**config.mk**
```make
export PLATFORM = sky130hd
export DESIGN_NAME = bcd_operand_entry_flat
export DESIGN_NICKNAME = d
export VERILOG_FILES = /design/src/rtl/bcd_calc_pkg.sv /design/src/rtl/bcd_operand_entry_if.sv /design/src/rtl/bcd_operand_entry_key_debounce.sv /design/src/rtl/bcd_operand_entry.sv /design/src/flat_wrapper.sv
export SDC_FILE = /design/constraint.sdc
export NUM_CORES = 1
export LEC_CHECK = 0
export ABC_AREA = 1
export CORE_ASPECT_RATIO = 1.1
export CORE_UTILIZATION = 25
export CTS_CLUSTER_SIZE = 30
export DETAILED_ROUTE_END_ITERATION = 10
export SLEW_MARGIN = 20
export SYNTH_ARGS = -nofsm -noshare
export SYNTH_HDL_FRONTEND = slang
export SYNTH_SLANG_ARGS = --single-unit
export TNS_END_PERCENT = 30
```
**constraint.sdc**
```tcl
create_clock -name CLOCK_50 -period 2.16 [get_ports CLOCK_50]
set_input_delay 0.324 -clock CLOCK_50 [delete_from_list [all_inputs] [get_ports CLOCK_50]]
set_output_delay 0.324 -clock CLOCK_50 [all_outputs]
set_load 0.01 [all_outputs]
```
**src/rtl/bcd_calc_pkg.sv**
```systemverilog
// Shared types and constants for the 2-digit BCD add/subtract calculator.
package bcd_calc_pkg;
  localparam int DIGIT_W = 4;
  localparam logic [DIGIT_W-1:0] BCD_MAX = 4'd9;
  localparam logic OP_ADD = 1'b0;
  localparam logic OP_SUB = 1'b1;

  // Entry states carry their own one-hot display code, so entry_pos is the state register itself.
  typedef enum logic [3:0] {
    A_TENS = 4'b1000,
    A_ONES = 4'b0100,
    B_TENS = 4'b0010,
    B_ONES = 4'b0001,
    DONE   = 4'b0000
  } entry_state_t;

  function automatic logic is_bcd(input logic [DIGIT_W-1:0] d);
    return d <= BCD_MAX;
  endfunction
endpackage

```
**src/rtl/bcd_operand_entry_if.sv**
```systemverilog
// Board-side switch/button inputs and the operand bus toward the adder and display.
interface bcd_operand_entry_if;
  import bcd_calc_pkg::*;

  logic               KEY_ENTER_N;
  logic [DIGIT_W-1:0] digit_in;
  logic               op_in;
  logic [DIGIT_W-1:0] a_10;
  logic [DIGIT_W-1:0] a_1;
  logic [DIGIT_W-1:0] b_10;
  logic [DIGIT_W-1:0] b_1;
  logic               operator;
  logic               operands_valid;
  logic [3:0]         entry_pos;
  logic               digit_err;

  modport master (
    output KEY_ENTER_N, digit_in, op_in,
    input  a_10, a_1, b_10, b_1, operator, operands_valid, entry_pos, digit_err
  );

  modport slave (
    input  KEY_ENTER_N, digit_in, op_in,
    output a_10, a_1, b_10, b_1, operator, operands_valid, entry_pos, digit_err
  );
endinterface

```
**src/rtl/bcd_operand_entry_key_debounce.sv**
```systemverilog
// Pushbutton conditioner: 2-flop synchroniser, stability filter, one-cycle press pulse.
module key_debounce #(
  parameter int DEBOUNCE_CYCLES = 50000,
  parameter int CNT_W           = 16
) (
  input  logic clk,
  input  logic rst_n,
  input  logic key_n,
  output logic press
);
  logic             sync1, sync2;
  logic             filtered, filt_d;
  logic [CNT_W-1:0] cnt;

  // Bring the asynchronous button into the clock domain; idle level is released (1).
  always_ff @(posedge clk or negedge rst_n) begin
    if (!rst_n) begin
      sync1 <= 1'b1;
      sync2 <= 1'b1;
    end else begin
      sync1 <= key_n;
      sync2 <= sync1;
    end
  end

  // Accept a new level only after it has disagreed with the filtered level for DEBOUNCE_CYCLES cycles.
  always_ff @(posedge clk or negedge rst_n) begin
    if (!rst_n) begin
      filtered <= 1'b1;
      cnt      <= '0;
    end else if (sync2 == filtered) begin
      cnt <= '0;
    end else if (cnt == CNT_W'(DEBOUNCE_CYCLES - 1)) begin
      filtered <= sync2;
      cnt      <= '0;
    end else begin
      cnt <= cnt + 1'b1;
    end
  end

  // Registered pulse on the falling edge of the filtered level only; release is silent.
  always_ff @(posedge clk or negedge rst_n) begin
    if (!rst_n) begin
      filt_d <= 1'b1;
      press  <= 1'b0;
    end else begin
      filt_d <= filtered;
      press  <= filt_d & ~filtered;
    end
  end
endmodule

```
**src/rtl/bcd_operand_entry.sv**
```systemverilog
// Operand entry front end: collects A tens/ones, B tens/ones and the operator, one digit per press.
module bcd_operand_entry
  import bcd_calc_pkg::*;
#(
  parameter int DEBOUNCE_CYCLES = 50000,
  parameter int CNT_W           = 16
) (
  input  logic                CLOCK_50,
  input  logic                RESET_N,
  bcd_operand_entry_if.slave  bus
);
  logic               press;
  entry_state_t       state;
  logic [DIGIT_W-1:0] a_10_q, a_1_q, b_10_q, b_1_q;
  logic               operator_q, valid_q, err_q;

  key_debounce #(
    .DEBOUNCE_CYCLES(DEBOUNCE_CYCLES),
    .CNT_W          (CNT_W)
  ) u_key (
    .clk  (CLOCK_50),
    .rst_n(RESET_N),
    .key_n(bus.KEY_ENTER_N),
    .press(press)
  );

  // Entry FSM and operand registers; everything moves only on a debounced press.
  always_ff @(posedge CLOCK_50 or negedge RESET_N) begin
    if (!RESET_N) begin
      state      <= A_TENS;
      a_10_q     <= '0;
      a_1_q      <= '0;
      b_10_q     <= '0;
      b_1_q      <= '0;
      operator_q <= OP_ADD;
      valid_q    <= 1'b0;
      err_q      <= 1'b0;
    end else if (press) begin
      if (state == DONE) begin
        // Start-over press: clears the pair but keeps the last operator, captures no digit.
        a_10_q  <= '0;
        a_1_q   <= '0;
        b_10_q  <= '0;
        b_1_q   <= '0;
        valid_q <= 1'b0;
        err_q   <= 1'b0;
        state   <= A_TENS;
      end else if (!is_bcd(bus.digit_in)) begin
        err_q <= 1'b1;
      end else begin
        err_q <= 1'b0;
        case (state)
          A_TENS: begin a_10_q <= bus.digit_in; state <= A_ONES; end
          A_ONES: begin a_1_q  <= bus.digit_in; state <= B_TENS; end
          B_TENS: begin b_10_q <= bus.digit_in; state <= B_ONES; end
          B_ONES: begin
            b_1_q      <= bus.digit_in;
            operator_q <= bus.op_in;
            valid_q    <= 1'b1;
            state      <= DONE;
          end
          default: state <= A_TENS;
        endcase
      end
    end
  end

  assign bus.a_10           = a_10_q;
  assign bus.a_1            = a_1_q;
  assign bus.b_10           = b_10_q;
  assign bus.b_1            = b_1_q;
  assign bus.operator       = operator_q;
  assign bus.operands_valid = valid_q;
  assign bus.entry_pos      = state;
  assign bus.digit_err      = err_q;
endmodule

```
**src/flat_wrapper.sv**
```systemverilog
// flat-port wrapper written by rule: the top's interface ports become plain ports
module bcd_operand_entry_flat import bcd_calc_pkg::*;
#(
  parameter int DEBOUNCE_CYCLES = 50000,
  parameter int CNT_W           = 16
)
  (CLOCK_50, RESET_N, bus_KEY_ENTER_N, bus_digit_in, bus_op_in, bus_a_10, bus_a_1, bus_b_10, bus_b_1, bus_operator, bus_operands_valid, bus_entry_pos, bus_digit_err);
  bcd_operand_entry_if bus_i ();
  input  logic CLOCK_50;
  input  logic RESET_N;
  input wire logic [$bits(bus_i.KEY_ENTER_N)-1:0] bus_KEY_ENTER_N;
  input wire logic [$bits(bus_i.digit_in)-1:0] bus_digit_in;
  input wire logic [$bits(bus_i.op_in)-1:0] bus_op_in;
  output wire logic [$bits(bus_i.a_10)-1:0] bus_a_10;
  output wire logic [$bits(bus_i.a_1)-1:0] bus_a_1;
  output wire logic [$bits(bus_i.b_10)-1:0] bus_b_10;
  output wire logic [$bits(bus_i.b_1)-1:0] bus_b_1;
  output wire logic [$bits(bus_i.operator)-1:0] bus_operator;
  output wire logic [$bits(bus_i.operands_valid)-1:0] bus_operands_valid;
  output wire logic [$bits(bus_i.entry_pos)-1:0] bus_entry_pos;
  output wire logic [$bits(bus_i.digit_err)-1:0] bus_digit_err;
  assign bus_i.KEY_ENTER_N = bus_KEY_ENTER_N;
  assign bus_i.digit_in = bus_digit_in;
  assign bus_i.op_in = bus_op_in;
  assign bus_a_10 = bus_i.a_10;
  assign bus_a_1 = bus_i.a_1;
  assign bus_b_10 = bus_i.b_10;
  assign bus_b_1 = bus_i.b_1;
  assign bus_operator = bus_i.operator;
  assign bus_operands_valid = bus_i.operands_valid;
  assign bus_entry_pos = bus_i.entry_pos;
  assign bus_digit_err = bus_i.digit_err;
  bcd_operand_entry #(.DEBOUNCE_CYCLES(DEBOUNCE_CYCLES), .CNT_W(CNT_W)) u_core (.CLOCK_50(CLOCK_50), .RESET_N(RESET_N), .bus(bus_i));
endmodule
```
==> flow_summary_export.csv <==
group,metric,value,unit
status,status,"finished, final reports clean",
yosys,synth.cell_area,2060,um2
worst_setup_path,critPathBufInv,1,
placement,place.gp.congestion,0.837,
min_path,min_to,"u_core.u_key.sync2",
power_and_ir_drop,max-vdd-ir-drop,0.000236,V
cells_and_area,final_layout_size_suffix_gt1_share,12.6,%
clocking,cts_buffers,5,
grt,antenna_found_initial,0,
flow_run,cap_violations,0,
yosys,syn_area_per_cell,9.00,um2
clocking,clk_latency,0.30,ns
timing,timing.slew.headroom,65.8,%
worst_setup_path,r2r-end,"u_core.u_key.cnt[14]",
timing,hold_violations,0,
worst_setup_path,crit_family,"flip-flops",
yosys,yosysSeqAreaShare,53.7,%
timing,tns,0,ns
floorplan,io_pins,31,
grt,grt_max_degree,45,
grt,grt_pass1_wl,7110,um
timing,setup_viol,0,
yosys,syn_nets,238,
yosys,synth_top_flop_cell,"dfrtp_1",
drt,vias,1570,
yosys,synth-edff-count,0,
worst_setup_path,r2r_cells,6,
worst_setup_path,max_stage_delay,0.59,ns
cells_and_area,area_delta_synth_final,27.5,%
worst_setup_path,crit_fanout,5,
grt,overflow,0,
clocking,cts_tree,"done",
drt,routed_wl,4140,um
drt,drtIter0Drc,97,
yosys,syn_inst,229,
cells_and_area,ff_latch_area,1110,um2
timing,layout_setup_ws,0.385,ns
timing,maxSlewViolCount,0,
yosys,ys_types,26,
placement,place_hpwl,3020,um
cells_and_area,fin_area,2630,um2
timing,worst_pin_slew,0.512,ns
clocking,postCtsSetupBuffers,0,
grt,grt_util_all_layers,10.8,%
drt,dr.pass1.iters,4,
grt,grt_pass1_vias,1490,
drt,routed_via_density,4.16,
worst_setup_path,critPathCaptureType,"output pin",
clocking,cts_buffer_depth,2,
floorplan,die_width,88.6,um
floorplan,start_util,25.9,%
timing,rsz0062_at_grt,"false",
cells_and_area,diodes,0,
drt,ant_nets,0,
placement,place_area,2510,um2
clocking,cts_max_level,2,
yosys,synthArstFlopShare,100,%
timing,finalCriticalPeriod,1.78,ns
timing,fmax,563,MHz
clocking,path_clk_slew,0.09,ns
placement,pre_cts_slack,0.611,ns
power_and_ir_drop,power_density,575,nW/um2
worst_setup_path,worstPathArrival,1.45,ns
floorplan,coreArea,7960,um2
worst_setup_path,startpoint_type,"flop",
cells_and_area,multi_input_comb_area,880,um2
power_and_ir_drop,p_leak,1.08,nW
yosys,ys.warnings.count,0,
drt,routedWlPerCell,11.0,um
min_path,hold_depth,0,
clocking,clock-root-buffer,"clkbuf_8",
min_path,hold_class,"reg -> reg",
min_path,min_from,"u_core.u_key.sync1",
timing,fin_skew,0.0114,ns
timing,period_share,82.2,%
floorplan,dieArea,8620,um2
worst_setup_path,cp_slowest_cell,"dfstp_2",
clocking,cts.sinks,44,
worst_setup_path,r2r-start,"u_core.u_key.cnt[0]",
floorplan,rows,34,
cells_and_area,fill_cells,845,
worst_setup_path,critical_path.cell_chain,"clkdlybuf4s50_1",
yosys,ys_ff_latch,44,
worst_setup_path,crit_required,1.84,ns
cells_and_area,fin_nets,277,
floorplan,die_y,97.3,um
worst_setup_path,regToRegSetupSlack,0.75,ns
drt,drc_errors,0,
placement,port_buffers,30,
worst_setup_path,crit_type,"reg -> out",
[per-stage QoR]
| step | utilization, % | hold slack [ns] | total power [mW] | cells |
|---|---|---|---|---|
| after floorplan | - | 0.0284 | 0.868 | 229 |
| after global placement | 31.6 | 0.318 | 0.906 | 368 |
| after detailed placement | 31.6 | 0.323 | 0.907 | 368 |
| after CTS | 33.1 | 0.359 | 1.54 | 377 |
| after global routing | 33.1 | 0.369 | 1.60 | 377 |
| final | 33.1 | 0.357 | 1.51 | 377 |
[synth_stat cells, types with 3 or more instances]
library cell / number / area, um2
nor2_2: 3 / 18.8
xor2_1: 6 / 52.6
nand2_1: 55 / 206
nor3_1: 4 / 20.0
a21oi_1: 4 / 20.0
nor2_1: 36 / 135
inv_1: 19 / 71.3
dfrtp_1: 39 / 976
nand4_1: 3 / 18.8
nand3_1: 13 / 65.1
dfstp_2: 5 / 131
o21ai_1: 20 / 100
nand3_4: 4 / 70.1
[per-layer routing]
metal	wire (um)	share of wire, %	GRT usage [%]
met1	1960	47	13.9
met4	55	1.3	3.72
met2	1930	47	16.8
met5	0	0	0
met3	203	4.9	3.57
[cell families after synthesis]
logic type      synth area share [%]
compound gates                  6.98
xor+xnor                        2.97
fa+ha+maj                      0.607
buf+inv                         3.64
flops                           53.7
simple gates                    32.1
[worst max path at each step]
stage | cells past startpoint | slack [ns] | endpoint | from
finish | 1 | 0.38 | bus_entry_pos[3] | u_core.bus.entry_pos[3]
detailed placement | 6 | 0.61 | u_core.bus.operator | bus_digit_in[2]
global route | 1 | 0.32 | bus_entry_pos[3] | u_core.bus.entry_pos[3]
global placement | 6 | 0.63 | u_core.bus.operator | bus_digit_in[2]
CTS | 1 | 0.36 | bus_entry_pos[3] | u_core.bus.entry_pos[3]
floorplan | 6 | 0.94 | u_core.u_key.cnt[8] | u_core.u_key.cnt[0]
[layout by cell type, fill, tap and decap left out, drive strengths merged]
cell / n
nand2: 60
nor2: 41
dfrtp: 39
clkdlybuf4s50: 29
o21ai: 21
inv: 20
nand3: 19
xor2: 6
clkbuf: 6
dfstp: 5
nor3: 5
a21oi: 4
nand4: 3
o21a: 2
buf: 2
xnor2: 1
nor3b: 1
nand3b: 1
ha: 1
bufinv: 1
clkinv: 1
dlygate4sd3: 1
[where the power goes]
part	internal [mW]	total (mW)	switching (mW)	leakage, nW
Clock	0.343	0.623	0.279	0.0552
Combinational	0.0218	0.0538	0.0320	0.432
Sequential	0.831	0.836	0.00504	0.595
Total	1.20	1.51	0.316	1.08
[what timing repair did]
item / in CTS / in global routing
gates resized for setup: 0 / 0
hold buffers: 1 / 0
hold endpoints to repair: 34 / 0
[final cells by class]
cell class	instances	share of cell area, %
clock buffer	6	2.76
timing repair buffer	32	12.4
sequential	44	42.1
multi-input combinational	165	33.4
inverter	20	2.85
clock inverter	2	1.33
tap	108	5.14
[state kept, by name, indices dropped and copies added (netlist names)]
name                       flops
u_core.bus.operands_valid      1
u_core.bus.a_10                4
u_core.bus.operator            1
u_core.bus.b_10                4
u_core.bus.digit_err           1
u_core.bus.entry_pos           4
u_core.u_key.sync1             1
u_core.bus.a_1                 4
u_core.u_key.sync2             1
u_core.u_key.filtered          1
u_core.u_key.filt_d            1
u_core.u_key.cnt              16
u_core.u_key.press             1
u_core.bus.b_1                 4
No activity file was read; power rests on OpenSTA's default activity.
